### src/rtl/synth_pkg.sv
`default_nettype none
// ============================================================================
// synth_pkg : shared note table, key offsets and voice record for the synth
//             keypad front end.
// Rev 1.0
// ============================================================================
package synth_pkg;

  localparam int NOTE_TABLE_LEN = 13;
  localparam int NOTE_DIV_W     = 18;
  localparam int IDX_W          = 8;

  // Octave-0 clock dividers for a 10 MHz clock, C2 upward in semitones.
  localparam logic [NOTE_DIV_W-1:0] NOTE_BASE_DIV [NOTE_TABLE_LEN] = '{
    18'd152889, 18'd144309, 18'd136210, 18'd128565, 18'd121349, 18'd114538,
    18'd108110, 18'd102042, 18'd96315,  18'd90909,  18'd85807,  18'd80991,
    18'd76445
  };

  // Control keys sit just above the note keys.
  localparam int KEY_OCT_UP = 0;
  localparam int KEY_OCT_DN = 1;
  localparam int KEY_MODE   = 2;

  typedef struct packed {
    logic             active;
    logic [IDX_W-1:0] key;
    logic [IDX_W-1:0] rank;
  } voice_t;

  function automatic logic [NOTE_DIV_W-1:0] note_base_div(input logic [IDX_W-1:0] k);
    note_base_div = '0;
    for (int i = 0; i < NOTE_TABLE_LEN; i++) begin
      if (k == IDX_W'(i)) note_base_div = NOTE_BASE_DIV[i];
    end
  endfunction

endpackage
`default_nettype wire

### src/rtl/key_debounce.sv
`default_nettype none
// ============================================================================
// key_debounce : two-flop synchroniser plus counter debounce for one key,
//                with registered one-cycle rise/fall pulses.
// Rev 1.0
// ============================================================================
module key_debounce #(
  parameter int DEBOUNCE = 2500
) (
  input  logic clk,
  input  logic rst,
  input  logic raw,
  output logic deb,
  output logic rise,
  output logic fall
);

  localparam int CNT_W = (DEBOUNCE > 1) ? $clog2(DEBOUNCE) : 1;

  logic             sync1;
  logic             sync2;
  logic [CNT_W-1:0] cnt;

  always_ff @(posedge clk) begin
    if (rst) begin
      sync1 <= 1'b0;
      sync2 <= 1'b0;
      cnt   <= '0;
      deb   <= 1'b0;
      rise  <= 1'b0;
      fall  <= 1'b0;
    end else begin
      sync1 <= raw;
      sync2 <= sync1;
      rise  <= 1'b0;
      fall  <= 1'b0;
      if (sync2 == deb) begin
        cnt <= '0;
      end else if (cnt == CNT_W'(DEBOUNCE - 1)) begin
        cnt  <= '0;
        deb  <= sync2;
        rise <= sync2;
        fall <= ~sync2;
      end else begin
        cnt <= cnt + CNT_W'(1);
      end
    end
  end

endmodule
`default_nettype wire

### src/rtl/poly_input_driver.sv
`default_nettype none
// ============================================================================
// poly_input_driver : polyphonic keypad front end - debounce, oldest-voice
//                     stealing allocation, octave/mode control, divider words.
// Rev 1.0
// ============================================================================
module poly_input_driver
  import synth_pkg::*;
#(
  parameter  int NKEYS    = 13,
  parameter  int NVOICES  = 4,
  parameter  int DIV_W    = 18,
  parameter  int OCT_MAX  = 4,
  parameter  int NMODES   = 4,
  parameter  int DEBOUNCE = 2500,
  localparam int MODE_W   = (NMODES > 1) ? $clog2(NMODES) : 1
) (
  input  logic                     clk,
  input  logic                     rst,
  input  logic [NKEYS+2:0]         keypad,
  output logic [NVOICES*DIV_W-1:0] divider,
  output logic [NVOICES-1:0]       active,
  output logic [MODE_W-1:0]        mode,
  output logic [NVOICES-1:0]       strobe
);

  localparam int OCT_W = (OCT_MAX > 0) ? $clog2(OCT_MAX + 1) : 1;

  logic [NKEYS+2:0]         deb, rise, fall;
  logic [NKEYS-1:0]         served, served_n;
  voice_t                   voice_q [NVOICES];
  voice_t                   voice_n [NVOICES];
  logic [OCT_W-1:0]         octave, octave_n;
  logic [MODE_W-1:0]        mode_n;
  logic [NVOICES*DIV_W-1:0] divider_n;
  logic [NVOICES-1:0]       active_n, strobe_n, released, tgt;
  logic                     press_found, free_found, oct_up, oct_dn;
  logic [IDX_W-1:0]         press_key, tgt_rank;
  logic                     unused_edges;

  for (genvar i = 0; i < NKEYS + 3; i++) begin : g_key
    key_debounce #(.DEBOUNCE(DEBOUNCE)) u_debounce (
      .clk  (clk),
      .rst  (rst),
      .raw  (keypad[i]),
      .deb  (deb[i]),
      .rise (rise[i]),
      .fall (fall[i])
    );
  end

  assign unused_edges = ^{fall, rise[NKEYS-1:0], deb[NKEYS+2:NKEYS]};

  // Releases all land this cycle; at most one new press is served per cycle.
  always_comb begin
    served_n    = served;
    released    = '0;
    press_found = 1'b0;
    press_key   = '0;
    free_found  = 1'b0;
    tgt         = '0;
    tgt_rank    = '0;
    for (int v = 0; v < NVOICES; v++) voice_n[v] = voice_q[v];

    for (int k = 0; k < NKEYS; k++) begin
      if (served[k] && !deb[k]) begin
        served_n[k] = 1'b0;
        for (int v = 0; v < NVOICES; v++) begin
          if (voice_q[v].active && voice_q[v].key == IDX_W'(k)) begin
            voice_n[v].active = 1'b0;
            released[v]       = 1'b1;
          end
        end
      end else if (!press_found && deb[k] && !served[k]) begin
        press_found = 1'b1;
        press_key   = IDX_W'(k);
        served_n[k] = 1'b1;
      end
    end

    for (int v = 0; v < NVOICES; v++) begin
      if (!free_found && !voice_n[v].active && !released[v]) begin
        free_found = 1'b1;
        tgt[v]     = 1'b1;
      end
    end
    if (!free_found) begin
      for (int v = 0; v < NVOICES; v++) tgt[v] = (voice_q[v].rank == IDX_W'(NVOICES - 1));
    end
    for (int v = 0; v < NVOICES; v++) begin
      if (tgt[v]) tgt_rank = voice_q[v].rank;
    end

    if (press_found) begin
      for (int v = 0; v < NVOICES; v++) begin
        if (tgt[v]) begin
          voice_n[v].active = 1'b1;
          voice_n[v].key    = press_key;
          voice_n[v].rank   = '0;
        end else if (voice_q[v].rank < tgt_rank) begin
          voice_n[v].rank = voice_q[v].rank + IDX_W'(1);
        end
      end
    end
  end

  // Dividers use next-state octave so an octave step and its re-tune share an edge.
  always_comb begin
    oct_up   = rise[NKEYS+KEY_OCT_UP];
    oct_dn   = rise[NKEYS+KEY_OCT_DN];
    octave_n = octave;
    if (oct_up && !oct_dn && octave != OCT_W'(OCT_MAX)) octave_n = octave + OCT_W'(1);
    else if (oct_dn && !oct_up && octave != '0)         octave_n = octave - OCT_W'(1);

    mode_n = mode;
    if (rise[NKEYS+KEY_MODE]) mode_n = (mode == MODE_W'(NMODES - 1)) ? '0 : mode + MODE_W'(1);

    divider_n = '0;
    active_n  = '0;
    strobe_n  = '0;
    for (int v = 0; v < NVOICES; v++) begin
      active_n[v] = voice_n[v].active;
      if (voice_n[v].active)
        divider_n[v*DIV_W +: DIV_W] = DIV_W'(note_base_div(voice_n[v].key)) >> octave_n;
      strobe_n[v] = {active_n[v], divider_n[v*DIV_W +: DIV_W]} !=
                    {active[v],   divider[v*DIV_W +: DIV_W]};
    end
  end

  always_ff @(posedge clk) begin
    if (rst) begin
      served  <= '0;
      octave  <= '0;
      mode    <= '0;
      divider <= '0;
      active  <= '0;
      strobe  <= '0;
      for (int v = 0; v < NVOICES; v++) begin
        voice_q[v].active <= 1'b0;
        voice_q[v].key    <= '0;
        voice_q[v].rank   <= IDX_W'(v);
      end
    end else begin
      served  <= served_n;
      octave  <= octave_n;
      mode    <= mode_n;
      divider <= divider_n;
      active  <= active_n;
      strobe  <= strobe_n;
      for (int v = 0; v < NVOICES; v++) voice_q[v] <= voice_n[v];
    end
  end

endmodule
`default_nettype wire
### config.mk
export PLATFORM = sky130hd
export DESIGN_NAME = poly_input_driver
export DESIGN_NICKNAME = d
export VERILOG_FILES = /design/src/rtl/synth_pkg.sv /design/src/rtl/key_debounce.sv /design/src/rtl/poly_input_driver.sv
export SDC_FILE = /design/constraint.sdc
export NUM_CORES = 1
export LEC_CHECK = 0
export BUFFER_PORTS_ARGS = -buffer_cell sky130_fd_sc_hd__buf_2
export CORE_ASPECT_RATIO = 1.1
export CORE_MARGIN = 1.5
export CORE_UTILIZATION = 25
export CTS_BUF_LIST = sky130_fd_sc_hd__clkbuf_4
export DETAILED_ROUTE_END_ITERATION = 6
export PLACE_DENSITY_LB_ADDON = 0.05
export SYNTH_ARGS = -nofsm -noshare
export SYNTH_HDL_FRONTEND = slang
export SYNTH_HIERARCHICAL = 1
export SYNTH_SLANG_ARGS = --single-unit
### constraint.sdc
create_clock -name clk -period 5.43 [get_ports clk]
set_input_delay 0.2715 -clock clk [delete_from_list [all_inputs] [get_ports clk]]
set_output_delay 0.2715 -clock clk [all_outputs]
set_load 0.01 [all_outputs]
==> impl_metrics.py, run 1 <==
metrics = {
    "worst_setup_path": {
        "r2r_start": "voice_q[1][0]",
        "worstSetupEndpointType": "register",
        "crit_end": "strobe[1]",
        "startpoint": "voice_q[1][0]",
        "required_ns": 6.25,
        "regToRegEndpoint": "strobe[1]",
        "crit_slowest_cell": "a21o_1",
        "critical_path.cell_chain": "ha_1 -> nor4b_1 -> a41oi_1 -> a21oi_1 -> a21o_1 -> nand2_1 -> o221a_2 -> o22ai_1 -> o21ai_0 -> nor2_1 -> a21oi_1 -> xnor2_1 -> or4_1 -> o41a_1",
        "crit_top_cell": "a21oi_1",
        "cp_max_fo": 22,
        "crit_type": "reg2reg",
        "r2r_setup_slack_ns": 0.46,
        "worst-path-buf-inv": 0,
        "crit_cells": 14,
        "cp.arrival_ns": 5.78,
        "cpPeakStageDelay_ns": 0.65,
        "crit_family": "compound AO/OA/AOI/OAI gates",
        "reg2reg_depth": 14,
        "cp-start-kind": "register",
    },
    "timing": {
        "period_needed_ns": 4.967,
        "whs_ns": 0.1300,
        "drv_slew": 0,
        "finalSetupTns_ns": 0,
        "tightest_slew_ns": 1.037,
        "rsz0062_at_grt": "no",
        "clock_skew_ns": 0.04986,
        "max-slew-margin-rel": 0.3026,
        "hold_viol": 0,
        "fmax_mhz": 201.3,
        "setup_viol": 0,
        "fin_ws_ns": 0.4632,
        "finalCritPeriodShare": 0.9147,
    },
    "placement": {
        "place.gp.congestion": 0.8722,
        "io_buffers": 99,
        "pre_cts_slack_ns": 0.5321,
        "place_hpwl_mm": 72.57,
    },
    "finish": {
        "drive_above_1_share": 0.1588,
        "layout.core_utilization": 0.2984,
        "multi_input_area_um2": 16470,
        "fillCellCount": 11100,
        "final_nets": 3522,
        "area_growth_pct": 18.04,
        "seqCellArea_um2": 8308,
    },
    "floorplanning": {
        "start_util": 0.2528,
        "top_level_ports": 100,
        "fp.coreArea_um2": 102500,
        "rows": 123,
        "die_h_um": 340.7,
        "die_x_um": 310.0,
        "die_area_um2": 105600,
    },
    "clock_tree": {
        "cts_buffers": 118,
        "clock-sinks": 407,
        "cts_tree": "done",
        "clk_latency_ns": 0.95,
        "root_buffer": "clkbuf_4",
        "postCtsSetupBuffers": 0,
        "htree_levels": 3,
        "clkSlewWorstSetupHoldPaths_ns": 0.07,
        "clockBufferDepth": 3,
    },
    "logic_synthesis": {
        "synth_area_per_cell_um2": 8.048,
        "yosys_warnings": 6,
        "syn_area_um2": 25910,
        "syn_inst": 3220,
        "synth_nets": 3290,
    },
    "pwr": {
        "power_frac_clock": 0.483,
        "p_sw_mw": 1.487,
        "p_leak_nw": 10.63,
        "p_per_area_nw_per_um2": 201.0,
        "pwr-share-comb": 0.022,
        "peakVddDrop_v": 0.0001094,
        "switching_share": 0.2418,
        "p_int_mw": 4.661,
        "pwr-share-seq": 0.495,
        "p_total_mw": 6.148,
    },
    "route": {
        "wirelength_mm": 98.20,
        "drtIter0Drc": 2025,
        "vias": 26840,
        "drt-vias-per-instance": 5.467,
        "drtPass1Iterations": 5,
        "wl_per_cell_um": 20.00,
        "ant_nets": 0,
        "drc": 0,
    },
    "global_route": {
        "grt_first_pass_wirelength_mm": 154.3,
        "grt_max_degree": 98,
        "grt_pass1_vias": 26360,
        "antenna_found_initial": 1,
        "overflow": 0,
        "grt.total_usage": 0.1823,
    },
    "min_path": {
        "whs_path_depth": 3,
        "hp-class": "in2reg",
    },
    "job": {
        "cap_violations": 0,
    },
    "run_status": {
        "status": "completed",
    },
}
registers in the layout (all words and copies together), names as in the netlist:
signal                  cells
strobe                      4
g_key.u_debounce/sync2     16
g_key.u_debounce/deb       16
active                      2
mode                        2
g_key.u_debounce/sync1     16
g_key.u_debounce/cnt      192
divider                    72
voice_q                    68
g_key.u_debounce/rise       3
served                     13
octave                      3
layout by cell type, fill, tap and decap left out, types with 17 or more instances in the layout:
master,n
a211oi_1,165
a21o_1,34
a21oi_1,135
a221oi_1,18
a22oi_1,28
a31oi_1,44
and2_1,18
and3_1,36
buf_2,98
buf_4,181
clkbuf_4,173
clkinv_1,20
dfxtp_1,391
dlygate4sd3_1,35
ha_1,52
inv_1,80
mux2i_1,28
nand2_1,183
nand2b_1,73
nand3_1,133
nand4_1,78
nor2_1,260
nor2b_1,58
nor3_1,155
nor3b_1,28
nor4_1,26
o211ai_1,28
o21ai_0,202
o22ai_1,44
o31ai_1,75
o32ai_1,17
or3_1,87
or4_1,71
xnor2_1,50
xor2_1,63
per-stage QoR:
stage	cells	area (um2)
6_report	4910	30590
5_1_grt	4909	30590
4_1_cts	4908	30580
3_5_place_dp	4672	28740
3_3_place_gp	4672	28740
2_1_floorplan	3220	25910
worst register-to-register path, cell delays in order (launching register included):
cell	delay [ns]
edfxtp_1	0.43
ha_1	0.24
nor4b_1	0.40
a41oi_1	0.35
a21oi_1	0.36
a21o_1	0.65
nand2_1	0.28
o221a_2	0.30
o22ai_1	0.44
o21ai_0	0.33
nor2_1	0.15
a21oi_1	0.08
xnor2_1	0.15
or4_1	0.40
o41a_1	0.31
worst min path at each step:
stage,slack [ns],to,startpoint
4_1_cts,0.008,g_key[6].u_debounce/sync1,keypad[6]
3_5_place_dp,0.43,g_key[15].u_debounce/sync2,g_key[15].u_debounce/sync1
3_3_place_gp,0.42,g_key[15].u_debounce/sync2,g_key[15].u_debounce/sync1
5_1_grt,0.08,g_key[6].u_debounce/sync1,keypad[6]
6_report,0.13,g_key[6].u_debounce/sync1,keypad[6]
2_1_floorplan,0.34,g_key[0].u_debounce/deb,rst
cell type report:
type                    count  area share
well taps                1375     0.05624
flip-flops and latches    407      0.2716
inverters                  80    0.009817
clock buffers             173     0.04246
clock inverters            28    0.006299
multi-input cells        2526      0.5385
diodes                      2   0.0001636
repair buffers            319     0.07490
power by group through the flow:
stage	registers, mW	clock network, mW	logic [mW]
2_1_floorplan	3.10	0	0.0702
3_5_place_dp	3.11	0	0.117
5_1_grt	3.04	3.30	0.149
4_1_cts	3.04	3.16	0.137
3_3_place_gp	3.11	0	0.115
6_report	3.04	2.97	0.133
metal layers:
| layer | part of all wire | vias to the layer above | global-route usage |
|---|---|---|---|
| met5 | 0 | - | 0 |
| met4 | 0.026 | 0 | 0.06413 |
| met3 | 0.048 | 167 | 0.02496 |
| met2 | 0.48 | 780 | 0.3078 |
| met1 | 0.45 | 12960 | 0.2357 |
| li1 | - | 12940 | - |
what timing repair did:
item,in CTS,in global routing
hold buffers,35,0
gates resized for setup,0,0
hold endpoints to repair,48,0
No activity file was read; power rests on OpenSTA's default activity.
==> inputs of run 2 (changes only) <==
SYNTH_HIERARCHICAL = unset   (was 1)
==> run 2 against run 1 <==
Cell count down 5.3%. Combinational power down 5%. Worst setup slack worse by 0.17 ns. Worst hold slack better by 0.17 ns. Clock skew up 0.030 ns. Cell area down 5.7%. Wire length down 5.3%. Synthesized cell count down 4.6%. Non-clock buffer count down 69. Sequential share of layout area up 1.6 points. First-iteration DRC count down 6.0%.
==> impl_metrics.py, run 2 <==
metrics = {
    "global_route": {
        "grt_pass1_vias": 24280,
        "overflow": 0,
        "grt_max_degree": 83,
        "grt_first_pass_wirelength_mm": 145.2,
        "antenna_found_initial": 5,
        "grt.total_usage": 0.1852,
    },
    "clock_tree": {
        "clk_latency_ns": 1.01,
        "clock-sinks": 407,
        "clkSlewWorstSetupHoldPaths_ns": 0.08,
        "htree_levels": 3,
        "cts_tree": "done",
        "postCtsSetupBuffers": 0,
        "clockBufferDepth": 3,
        "root_buffer": "clkbuf_4",
        "cts_buffers": 120,
    },
    "timing": {
        "finalCritPeriodShare": 0.9461,
        "tightest_slew_ns": 1.138,
        "fmax_mhz": 194.7,
        "finalSetupTns_ns": 0,
        "rsz0062_at_grt": "no",
        "hold_viol": 0,
        "period_needed_ns": 5.137,
        "max-slew-margin-rel": 0.2333,
        "drv_slew": 0,
        "clock_skew_ns": 0.07979,
        "setup_viol": 0,
    },
    "finish": {
        "top_register": "g_key.u_debounce.cnt",
        "area_growth_pct": 17.72,
        "largest_register_ffs": 192,
        "layout_common_cells": "nor2_1 (463), dfxtp_1 (391), nand2_1 (239)",
        "final_nets": 3345,
        "drive_above_1_share": 0.1426,
        "reg_top3": "g_key.u_debounce.cnt (192), divider (72), voice_q (68)",
        "layout.core_utilization": 0.2964,
        "layout_commonest_cell": "nor2_1",
    },
    "pwr": {
        "p_per_area_nw_per_um2": 214.0,
        "p_leak_nw": 10.78,
        "peakVddDrop_v": 0.0001323,
        "p_total_mw": 6.172,
    },
    "worst_setup_path": {
        "cp-start-kind": "register",
        "required_ns": 6.27,
        "crit_family": "compound AO/OA/AOI/OAI gates",
        "critical_path.cell_chain": "ha_1 -> or4b_1 -> o31a_1 -> a41oi_2 -> buf_4 -> nor2_1 -> nor2_1 -> o221ai_1 -> a221oi_1 -> o2bb2ai_1 -> a22oi_1 -> o21ba_2 -> o221ai_1 -> nor4_1 -> a41oi_1",
        "r2r_start": "voice_q[0][0]",
        "cp.arrival_ns": 5.98,
        "crit_type": "reg2reg",
        "worst-path-buf-inv": 1,
        "r2r_setup_slack_ns": 0.29,
        "worstSetupEndpointType": "register",
        "startpoint": "voice_q[0][0]",
        "crit_slowest_cell": "a221oi_1",
        "cpPeakStageDelay_ns": 0.62,
        "cp_max_fo": 9,
    },
    "route": {
        "drtPass1Iterations": 6,
        "ant_nets": 0,
        "drtIter0Drc": 1903,
        "wl_per_cell_um": 20.01,
        "wl_met3_mm": 5.412,
        "wirelength_mm": 93.02,
        "wl_met2_mm": 43.34,
        "drt-vias-per-instance": 5.227,
        "routed.top_layer": "met5",
        "drc": 0,
        "vias": 24290,
        "wl_met1_mm": 40.73,
    },
    "min_path": {
        "hp-class": "in2reg",
        "holdCritStartpoint": "rst",
    },
    "logic_synthesis": {
        "netlist_top_cells_area": "dfxtp_1 (32%), nor2_1 (7.1%), xor2_1 (4.8%)",
        "yosys_warnings": 0,
        "netlist_top_cells_count": "nor2_1 (463), dfxtp_1 (391), nand2_1 (239)",
        "synth_nets": 3141,
        "yosysSeqAreaShare": 0.3391,
        "synth_edf_count": 16,
        "ys_async_sr_fraction": 0,
        "yosysUniqueCellTypes": 105,
        "synth.most_common_cell": "nor2_1",
        "synth_top_cell_by_area": "dfxtp_1",
        "ys.flop_type": "dfxtp_1",
        "ys_seq_elements": 407,
        "syn_area_um2": 24500,
        "synth_area_per_cell_um2": 7.977,
        "syn_inst": 3071,
        "yosysTopAreaCellShare": 0.3195,
    },
    "floorplanning": {
        "fp.coreArea_um2": 97290,
        "rows": 120,
        "die_area_um2": 99880,
        "top_level_ports": 100,
        "die_x_um": 301.5,
        "die_h_um": 331.3,
        "start_util": 0.2518,
    },
    "placement": {
        "place_hpwl_mm": 68.63,
        "io_buffers": 99,
        "place.gp.congestion": 0.8684,
    },
    "job": {
        "cap_violations": 0,
    },
    "run_status": {
        "status": "completed",
    },
}
-- run 2: cell types whose count changed in the layout (fill, tap and decap cells not counted), moves of 44 or more --
cell      delta
or4_1       -61
o21ai_0     -72
xnor2_1     +44
nor2_1     +203
or3_1       -60
o31ai_1     -62
xor2_1      +71
and3_1      +45
nor3_1      -57
a211oi_1   -128
nand2_1     +56
buf_4       -77
-- run 2: per-layer routing --
metal / vias up / track usage
li1: 11750 / -
met2: 737 / 0.3031
met4: 4 / 0.08170
met3: 187 / 0.03845
met1: 11620 / 0.2328
met5: - / 0
-- run 2: worst paths after layout --
| check | to | cells past startpoint |
|---|---|---|
| max | strobe[0] | 15 |
| min | voice_q[3][2] | 3 |
| max reg2reg | strobe[0] | 15 |
| min reg2reg | g_key[2].u_debounce.sync2 | 1 |
-- run 2: worst register-to-register path: cells and delay by family, from the launching register on --
kind                       cells  cell delay, ns
adders and majority gates      1            0.25
and+or+nand+nor                4            1.32
buffers and inverters          1            0.25
AOI/OAI and AO/OA              9            2.76
DFF                            1            0.46
-- run 2: cell families (layout without fill, tap and decap cells) --
family / after synthesis / after routing / synth area share
and+or+nand+nor: 1377 / 1377 / 0.2785
DFF: 407 / 407 / 0.3391
xor gates and xnor gates: 230 / 230 / 0.08223
adders and majority gates: 54 / 54 / 0.02737
muxes: 61 / 61 / 0.02794
other: 0 / 1 / 0
buffers and inverters: 208 / 503 / 0.03422
AOI/OAI and AO/OA: 734 / 734 / 0.2106
-- run 2: final cells by class --
cell class | instances | area (um2)
fill | 10610 | 68450
multi-input combinational | 2456 | 15430
sequential | 407 | 8308
timing repair buffer | 250 | 1823
tap | 1281 | 1603
clock buffer | 181 | 1359
clock inverter | 32 | 160.2
inverter | 40 | 150.1
antenna | 1 | 2.502
-- run 2: timing repair --
action	4_1_cts	5_1_grt
gates resized for setup	0	1
setup endpoints to repair	0	1
endpoints found under the hold margin	75	0
hold buffers	40	0
-- run 2: report_power, final --
group | internal (mW) | total, mW | leakage (nW) | switching (mW)
clock network | 1.52 | 3.01 | 0.908 | 1.49
logic | 0.0546 | 0.126 | 6.55 | 0.0711
registers | 3.02 | 3.04 | 3.32 | 0.0174
-- run 2: metrics by stage --
step / hold slack, ns / instances / setup WS (ns) / cell area [um2]
after global placement: 0.4272 / 4394 / 0.1630 / 26910
after CTS: 0.1703 / 4647 / 0.2467 / 28830
final: 0.2998 / 4648 / 0.2928 / 28840
after detailed placement: 0.4274 / 4394 / 0.2573 / 26910
after global routing: 0.2497 / 4648 / 0.02816 / 28840
after floorplan: 0.3997 / 3071 / 1.421 / 24500
